File: config.mk
export PLATFORM = sky130hd
export DESIGN_NAME = post_state_serial
export DESIGN_NICKNAME = d
export VERILOG_FILES = /design/src/rtl/post_state_serial.sv
export SDC_FILE = /design/constraint.sdc
export NUM_CORES = 2
export LEC_CHECK = 0
export BUFFER_PORTS_ARGS = -buffer_cell sky130_fd_sc_hd__buf_2
export CAP_MARGIN = 30
export CELL_PAD_IN_SITES_DETAIL_PLACEMENT = 1
export CELL_PAD_IN_SITES_GLOBAL_PLACEMENT = 2
export CORE_MARGIN = 2
export CORE_UTILIZATION = 33
export CTS_CLUSTER_SIZE = 28
export DETAILED_ROUTE_END_ITERATION = 16
export PLACE_DENSITY_LB_ADDON = 0.1
export RECOVER_POWER = 100
export SLEW_MARGIN = 20
export SYNTH_ARGS = -nofsm -noshare
export SYNTH_HDL_FRONTEND = slang
export SYNTH_SLANG_ARGS = --single-unit
export TNS_END_PERCENT = 100
File: constraint.sdc
create_clock -name clk -period 25.2 [get_ports clk]
set_input_delay 1.26 -clock clk [delete_from_list [all_inputs] [get_ports clk]]
set_output_delay 1.26 -clock clk [all_outputs]
set_load 0.01 [all_outputs]
File: src/rtl/post_state_serial.sv
// Kalman measurement update: y = z - H*x, x_post = x + K*y, one shared multiplier.
// Define POST_STATE_SAT_EN to saturate the N+2 -> N reductions instead of wrapping.
module post_state_serial #(
  parameter int N    = 20,
  parameter int FRAC = 10
) (
  input  logic                clk,
  input  logic                rst,
  input  logic                start,
  input  logic signed [N-1:0] x00,
  input  logic signed [N-1:0] x10,
  input  logic signed [N-1:0] z00,
  input  logic signed [N-1:0] z10,
  input  logic signed [N-1:0] h00,
  input  logic signed [N-1:0] h01,
  input  logic signed [N-1:0] h10,
  input  logic signed [N-1:0] h11,
  input  logic signed [N-1:0] k00,
  input  logic signed [N-1:0] k01,
  input  logic signed [N-1:0] k10,
  input  logic signed [N-1:0] k11,
  output logic                busy,
  output logic                done,
  output logic signed [N-1:0] Y00,
  output logic signed [N-1:0] Y10,
  output logic signed [N-1:0] X_POST00,
  output logic signed [N-1:0] X_POST10
);

  typedef enum logic [2:0] {
    S_IDLE, S_HX, S_INNOV, S_KY, S_FIN
  } state_t;

  state_t r_state, w_next;
  logic [1:0] r_step;
  logic signed [N-1:0] r_x0, r_x1, r_z0, r_z1;
  logic signed [N-1:0] r_h00, r_h01, r_h10, r_h11;
  logic signed [N-1:0] r_k00, r_k01, r_k10, r_k11;
  logic signed [N-1:0] r_y0, r_y1;
  logic signed [N+1:0] r_acc0, r_acc1;
  logic signed [N-1:0] r_Y00, r_Y10, r_XP0, r_XP1;
  logic                r_done;

  logic signed [N-1:0]   w_ma, w_mb, w_pn;
  logic signed [2*N-1:0] w_prod;
  logic signed [N+1:0]   w_term;

  function automatic logic signed [N-1:0] f_reduce(
    input logic signed [N+1:0] v
  );
`ifdef POST_STATE_SAT_EN
    logic signed [N+1:0] lo, hi;
    hi = {3'b000, {(N-1){1'b1}}};
    lo = {3'b111, {(N-1){1'b0}}};
    if (v > hi) return hi[N-1:0];
    else if (v < lo) return lo[N-1:0];
    else return N'(v);
`else
    return N'(v);
`endif
  endfunction

  // Operand select: step[1] picks the row, step[0] the column.
  always_comb begin
    w_ma = '0;
    w_mb = '0;
    if (r_state == S_HX) begin
      unique case (r_step)
        2'd0: w_ma = r_h00;
        2'd1: w_ma = r_h01;
        2'd2: w_ma = r_h10;
        default: w_ma = r_h11;
      endcase
      w_mb = r_step[0] ? r_x1 : r_x0;
    end else if (r_state == S_KY) begin
      unique case (r_step)
        2'd0: w_ma = r_k00;
        2'd1: w_ma = r_k01;
        2'd2: w_ma = r_k10;
        default: w_ma = r_k11;
      endcase
      w_mb = r_step[0] ? r_y1 : r_y0;
    end
  end

  assign w_prod = (2*N)'(w_ma) * (2*N)'(w_mb);
  assign w_pn   = N'(w_prod >>> FRAC);
  assign w_term = (N+2)'(w_pn);

  always_ff @(posedge clk) begin
    if (rst) r_state <= S_IDLE;
    else     r_state <= w_next;
  end

  always_comb begin
    w_next = r_state;
    unique case (r_state)
      S_IDLE:  if (start) w_next = S_HX;
      S_HX:    if (r_step == 2'd3) w_next = S_INNOV;
      S_INNOV: w_next = S_KY;
      S_KY:    if (r_step == 2'd3) w_next = S_FIN;
      S_FIN:   w_next = S_IDLE;
      default: w_next = S_IDLE;
    endcase
  end

  always_ff @(posedge clk) begin
    if (rst) begin
      r_step <= '0;
      r_x0 <= '0; r_x1 <= '0; r_z0 <= '0; r_z1 <= '0;
      r_h00 <= '0; r_h01 <= '0; r_h10 <= '0; r_h11 <= '0;
      r_k00 <= '0; r_k01 <= '0; r_k10 <= '0; r_k11 <= '0;
      r_y0 <= '0; r_y1 <= '0;
      r_acc0 <= '0; r_acc1 <= '0;
      r_Y00 <= '0; r_Y10 <= '0; r_XP0 <= '0; r_XP1 <= '0;
      r_done <= 1'b0;
    end else begin
      r_done <= 1'b0;
      unique case (r_state)
        S_IDLE: if (start) begin
          r_x0 <= x00; r_x1 <= x10; r_z0 <= z00; r_z1 <= z10;
          r_h00 <= h00; r_h01 <= h01; r_h10 <= h10; r_h11 <= h11;
          r_k00 <= k00; r_k01 <= k01; r_k10 <= k10; r_k11 <= k11;
          r_step <= '0;
          r_acc0 <= '0;
          r_acc1 <= '0;
        end
        S_HX, S_KY: begin
          if (!r_step[1]) r_acc0 <= r_acc0 + w_term;
          else            r_acc1 <= r_acc1 + w_term;
          r_step <= r_step + 2'd1;
        end
        S_INNOV: begin
          r_y0   <= f_reduce((N+2)'(r_z0) - r_acc0);
          r_y1   <= f_reduce((N+2)'(r_z1) - r_acc1);
          r_acc0 <= (N+2)'(r_x0);
          r_acc1 <= (N+2)'(r_x1);
          r_step <= '0;
        end
        S_FIN: begin
          r_Y00  <= r_y0;
          r_Y10  <= r_y1;
          r_XP0  <= f_reduce(r_acc0);
          r_XP1  <= f_reduce(r_acc1);
          r_done <= 1'b1;
        end
        default: ;
      endcase
    end
  end

  assign busy     = (r_state != S_IDLE);
  assign done     = r_done;
  assign Y00      = r_Y00;
  assign Y10      = r_Y10;
  assign X_POST00 = r_XP0;
  assign X_POST10 = r_XP1;

endmodule
After elaboration in Yosys (flattened, before gate mapping)
Cells that the tools add are included.
- flip-flop bits (word level): 410
- input port bits: 243
- output and inout bits: 82
- logic and storage cells: 71
- $add $sub $neg: 5
- $mul: 1
- eq/ne operators: 12
- muxes and demuxes: 20
- reduce and logical (&&, ||, !) cells: 10
- operator list (operator ; count):
    $pmux 22 s3 ; 2
    $mux 20 ; 6
    $pmux 20 s3 ; 2
    $mux 22 ; 3
    $add 22x20->22 ; 2
    $sub 20x20->20 ; 2
    $mul 20x20->30 ; 1
    $pmux 3 s4 ; 1
    $mux 3 ; 3
    $reduce_and 3->1 ; 3
    $eq 3x2->1 const B ; 2
    $ne 2x2->1 const B ; 3
    $pmux 2 s3 ; 1
    $reduce_bool 3->1 ; 2
    $eq 2x2->1 const B ; 2
    $ne 2x1->1 const B ; 2
    $reduce_and 2->1 ; 2
    $eq 3x1->1 const B ; 1
    $eq 3x3->1 const B ; 1
    $logic_not 3->1 ; 1
    $add 2x1->2 const B ; 1
    $eq 2x1->1 const B ; 1
    $logic_not 2->1 ; 1
    $mux 2 ; 1
    2 further kinds ; 2

Longest topological paths before layout
- word-level depth: 8
- gate-level depth with buffers: 53
- mapped depth without buffers: 44

Worst setup path before layout
No wires, ideal clock.
- path type: flip-flop to flip-flop
- start point: reg r_step[0]
- end point: reg r_acc0[19]
- setup time: 0.079 ns
- arrival: 10.581 ns
- required time: 25.121 ns
- slack: 14.539 ns
- cell stages (with the launch flop): 49
- path buffers: 8
- clock period less this slack: 10.661 ns
- path through: dfxtp_1 -> buf_2 -> buf_2 -> clkbuf_1 -> clkbuf_1 -> inv_1 -> ha_1 -> buf_6 -> buf_6 -> buf_2 -> buf_1 -> a222oi_1 -> mux4_2 -> nor2_1 -> nand2_1 -> fa_1 -> inv_1 -> fa_1 -> [13 not listed] -> o21ai_0 -> nand2b_1 -> a21oi_1 -> nor2b_1 -> o21a_1 -> nor2_1 -> ha_1 -> a21o_1 -> a31o_2 -> a221oi_2 -> a21oi_1 -> o41ai_2 -> o2111ai_1 -> a21oi_1 -> xor2_1 -> a21boi_1 -> o21ai_1 -> a211oi_2
- longest elaborated chain between the ends: 8
- elaborated cells between the ends (all ways): 15
- classes of those cells: add/sub: 1; mul: 1; eq/ne: 2; mux: 10; reduce/logical: 1
- RTL lines (item ; RTL line ; RTL):
    start, declared ; 35 ; logic [1:0] r_step;
    start signal, assigned ; 131 ; r_step <= r_step + 2'd1;
    $eq 2x2->1 (tied with other cells) ; 68, 76 ;
    $pmux 20 s3 ; 76 ; unique case (r_step)
    $mux 20 ; 75 ; end else if (r_state == S_KY) begin
    $mux 20 ; 67 ; if (r_state == S_HX) begin
    $mul 20x20->30 (*) ; 86 ; assign w_prod = (2*N)'(w_ma) * (2*N)'(w_mb);
    $add 22x20->22 (*) ; 129 ; if (!r_step[1]) r_acc0 <= r_acc0 + w_term;
    $mux 22 (*) ; 129 ;
    $pmux 22 s3 (*) ; 119 ; unique case (r_state)
    end signal, assigned ; 129 ;
    end signal, assigned ; 136 ; r_acc0 <= (N+2)'(r_x0);
    end, declared ; 40 ; logic signed [N+1:0] r_acc0, r_acc1;
Every way passes the cells marked *; elsewhere a longest branch is shown, timed or not. The select of a mux whose other input is x is not followed.
A chain may end at the register's enable or synchronous reset.

Worst setup path after layout
- start point: reg r_state[1]
- end point: reg r_acc0[19]
- longest elaborated chain between the ends: 7
- elaborated cells between the ends (all ways): 17
- classes of those cells: add/sub: 1; mul: 1; eq/ne: 5; mux: 6; reduce/logical: 4
- RTL lines (item ; RTL line ; RTL):
    start, declared ; 34 ; state_t r_state, w_next;
    start signal, assigned ; 92 ; else r_state <= w_next;
    $eq 3x2->1 ; 75, 119 ;
    $mux 20 ; 75 ;
    $mux 20 ; 67 ;
    $mul 20x20->30 ; 86 ;
    $add 22x20->22 ; 129 ;
    $mux 22 ; 129 ;
    $pmux 22 s3 ; 119 ;
Several ways; a longest one is shown, not always the timed one. The select of a mux whose other input is x is not followed.

==> out/results.ini <==
[critical_path]
startpoint_type=register
worstPathArrival_ps=15940
crit_slowest_cell=clkbuf_1
cp-end-kind=register
critical_path_class=register to register
path_max_fanout=40
critPathMostFrequentCell=fa_1
cpLargestDelayFamily=compound AO/OA/AOI/OAI gates
worst_path_largest_cell_delay_ps=2150
crit_buf_inv=4
required_ps=25750

[clock_network]
cts_tree=built
postCtsResizedCells=0
clk_pin_slew_ps=60
clockRootBuffer=clkbuf_16
clockBufferDepth=3
postCtsHoldBufs=0
numClockSinks=406
clock_latency_ps=630
numCtsBuffers=48
h-tree-depth=2
cts_setup_buffers=0

[global_routing]
overflow=0
first_global_vias=27800
antenna_found_initial=2
grtUsageTotal_pct=25.4
grt_start_max_net_pins=198
grt_first_pass_wirelength_um=181000

[cells_and_area]
final_nets=4729
diodes=0
final_cell_mix=nand2_1 (910), inv_1 (452), dfxtp_1 (406)
syn_to_final_growth_pct=13.7
n_fill_cell=11400
drive_gt1_share_pct=10.8
utilization_pct=37.7
multiInputGateArea_um2=20100
regArea_um2=8130
final_common_cell=nand2_1

[floorplan]
io_pins=325
initial_core_util_pct=33.2
die_area_um2=96000
fp.coreArea_um2=93000
num_rows=112
dieHeight_um=310
die_w_um=310

[place]
place.gp.congestion=0.871
place_ws_ps=12890
port_buffers=324
post-dp-hpwl_um=94500

[timing]
slew_headroom_pct=-128
timing.final.crit_period_ps=15390
worst_pin_slew_ps=3430
grt_setup_unrepaired=no
slew_viol_final=607
finalSetupViolCount=0
max_freq_mhz=65.0
hold_viol_final=0
setup_slack_ps=9810
fin_tns_setup_ps=0
fin_skew_ps=68.1
post-route-period-util_pct=61.1

[pwr]
peakVddDrop_uv=54.0
total_power_mw=1.79
p_leak_nw=14.8
power_density_nw_per_um2=50.9

[synth]
ys.warnings.count=0
seq_area_frac_synth_pct=26.3
ys.flop_type=dfxtp_1
syn_avg_cell_area_um2=8.15
synth_cell_type_count=84
synth_nets=4519
syn_area_um2=30900
synth_edf_count=0
async_flop_share_pct=0
synthCells=3790
ys_ff_latch=406

[drt]
ant_nets=0
viasPerCell=5.08
drt_iter0_drc=1830
routed_wl_um=122000
wire_per_inst_um=23.1
drc_errors=0
drt_pass1_iterations=8
num_vias=26900

[run]
maxCapViolations=11

[worst_hold_path]
worst_hold_path_type=register to register

[run_status]
failed_checks=capacitance limit, slew limit
outcome=complete, but fails checks

## stage by stage
step | area [um^2] | hold WS [ps] | std cells
after global routing | 35100 | 474 | 5293
after CTS | 35200 | 450 | 5287
final | 35100 | 451 | 5293
after detailed placement | 33600 | 442 | 5198
after global placement | 33500 | 439 | 5194
after floorplan | 30900 | 431 | 3790
## per-layer routing
metal | track usage, % | up-vias | share of wire, %
li1 | - | 12600 | -
met1 | 36.6 | 13500 | 48
met2 | 40.6 | 617 | 46
met3 | 3.10 | 118 | 4.4
met4 | 5.67 | 0 | 2.2
met5 | 0 | - | 0
## worst reg2reg max path: cells and delay by family (launching register included)
kind / cells / cell delay, ps
DFF: 1 / 830
and+or+nand+nor: 8 / 2110
AOI/OAI and AO/OA: 16 / 5610
xor gates and xnor gates: 2 / 870
adders and majority gates: 9 / 3560
buffers and inverters: 4 / 2330
## Yosys cell counts (34+ instances only)
library cell	count	share of area, %
o21ai_0	60	0.97
nand2b_1	50	1.0
fa_1	313	20
dfxtp_1	406	26
a211oi_1	50	1.2
nand2_1	911	11
nor3_1	34	0.55
ha_1	173	7.0
inv_1	452	5.5
nor2_1	266	3.2
xnor2_1	77	2.2
a222oi_1	36	1.2
a21oi_1	405	6.6
clkbuf_1	180	2.2
## layout make-up
cell class	instances	area share (%)
clock buffer	71	4.04
clock inverter	18	0.681
inverter	453	4.85
multi-input combinational	2710	57.2
sequential	406	23.2
tap	1254	4.47
timing repair buffer	381	5.62
## worst paths after layout
path / cells past startpoint / endpoint / slack, ps / startpoint
worst max-delay path: 39 / r_acc0[19] / 9810 / r_state[1]
worst min-delay path: 2 / r_h11[11] / 450 / r_h11[11]
worst max register to register: 39 / r_acc0[19] / 9810 / r_state[1]
worst min register to register: 2 / r_h11[11] / 450 / r_h11[11]
## power by group
part           switching [mW]  internal, mW
registers              0.0290         0.671
logic                   0.229         0.127
clock network           0.308         0.424
total                   0.566          1.22
## kinds of logic after synthesis
| kind of cell | Yosys count | synth area share (%) |
|---|---|---|
| buffers and inverters | 674 | 8.66 |
| AND/OR/NAND/NOR | 1366 | 18.0 |
| flip-flops | 406 | 26.3 |
| AO/OA/AOI/OAI | 713 | 14.6 |
| adder cells (fa/ha/maj) | 486 | 27.3 |
| multiplexers | 44 | 2.10 |
| XOR/XNOR | 101 | 2.96 |
## registers in the layout (all words and copies together) (netlist names), 2 cells and up
signal	flops
X_POST00	20
X_POST10	20
Y00	20
Y10	20
r_acc0	20
r_acc1	20
r_h00	20
r_h01	20
r_h10	20
r_h11	20
r_k00	20
r_k01	20
r_k10	20
r_k11	20
r_x0	20
r_x1	20
r_y0	20
r_y1	20
r_z0	20
r_z1	20
r_state	3
r_step	2
(Power assumes the default switching activity.)
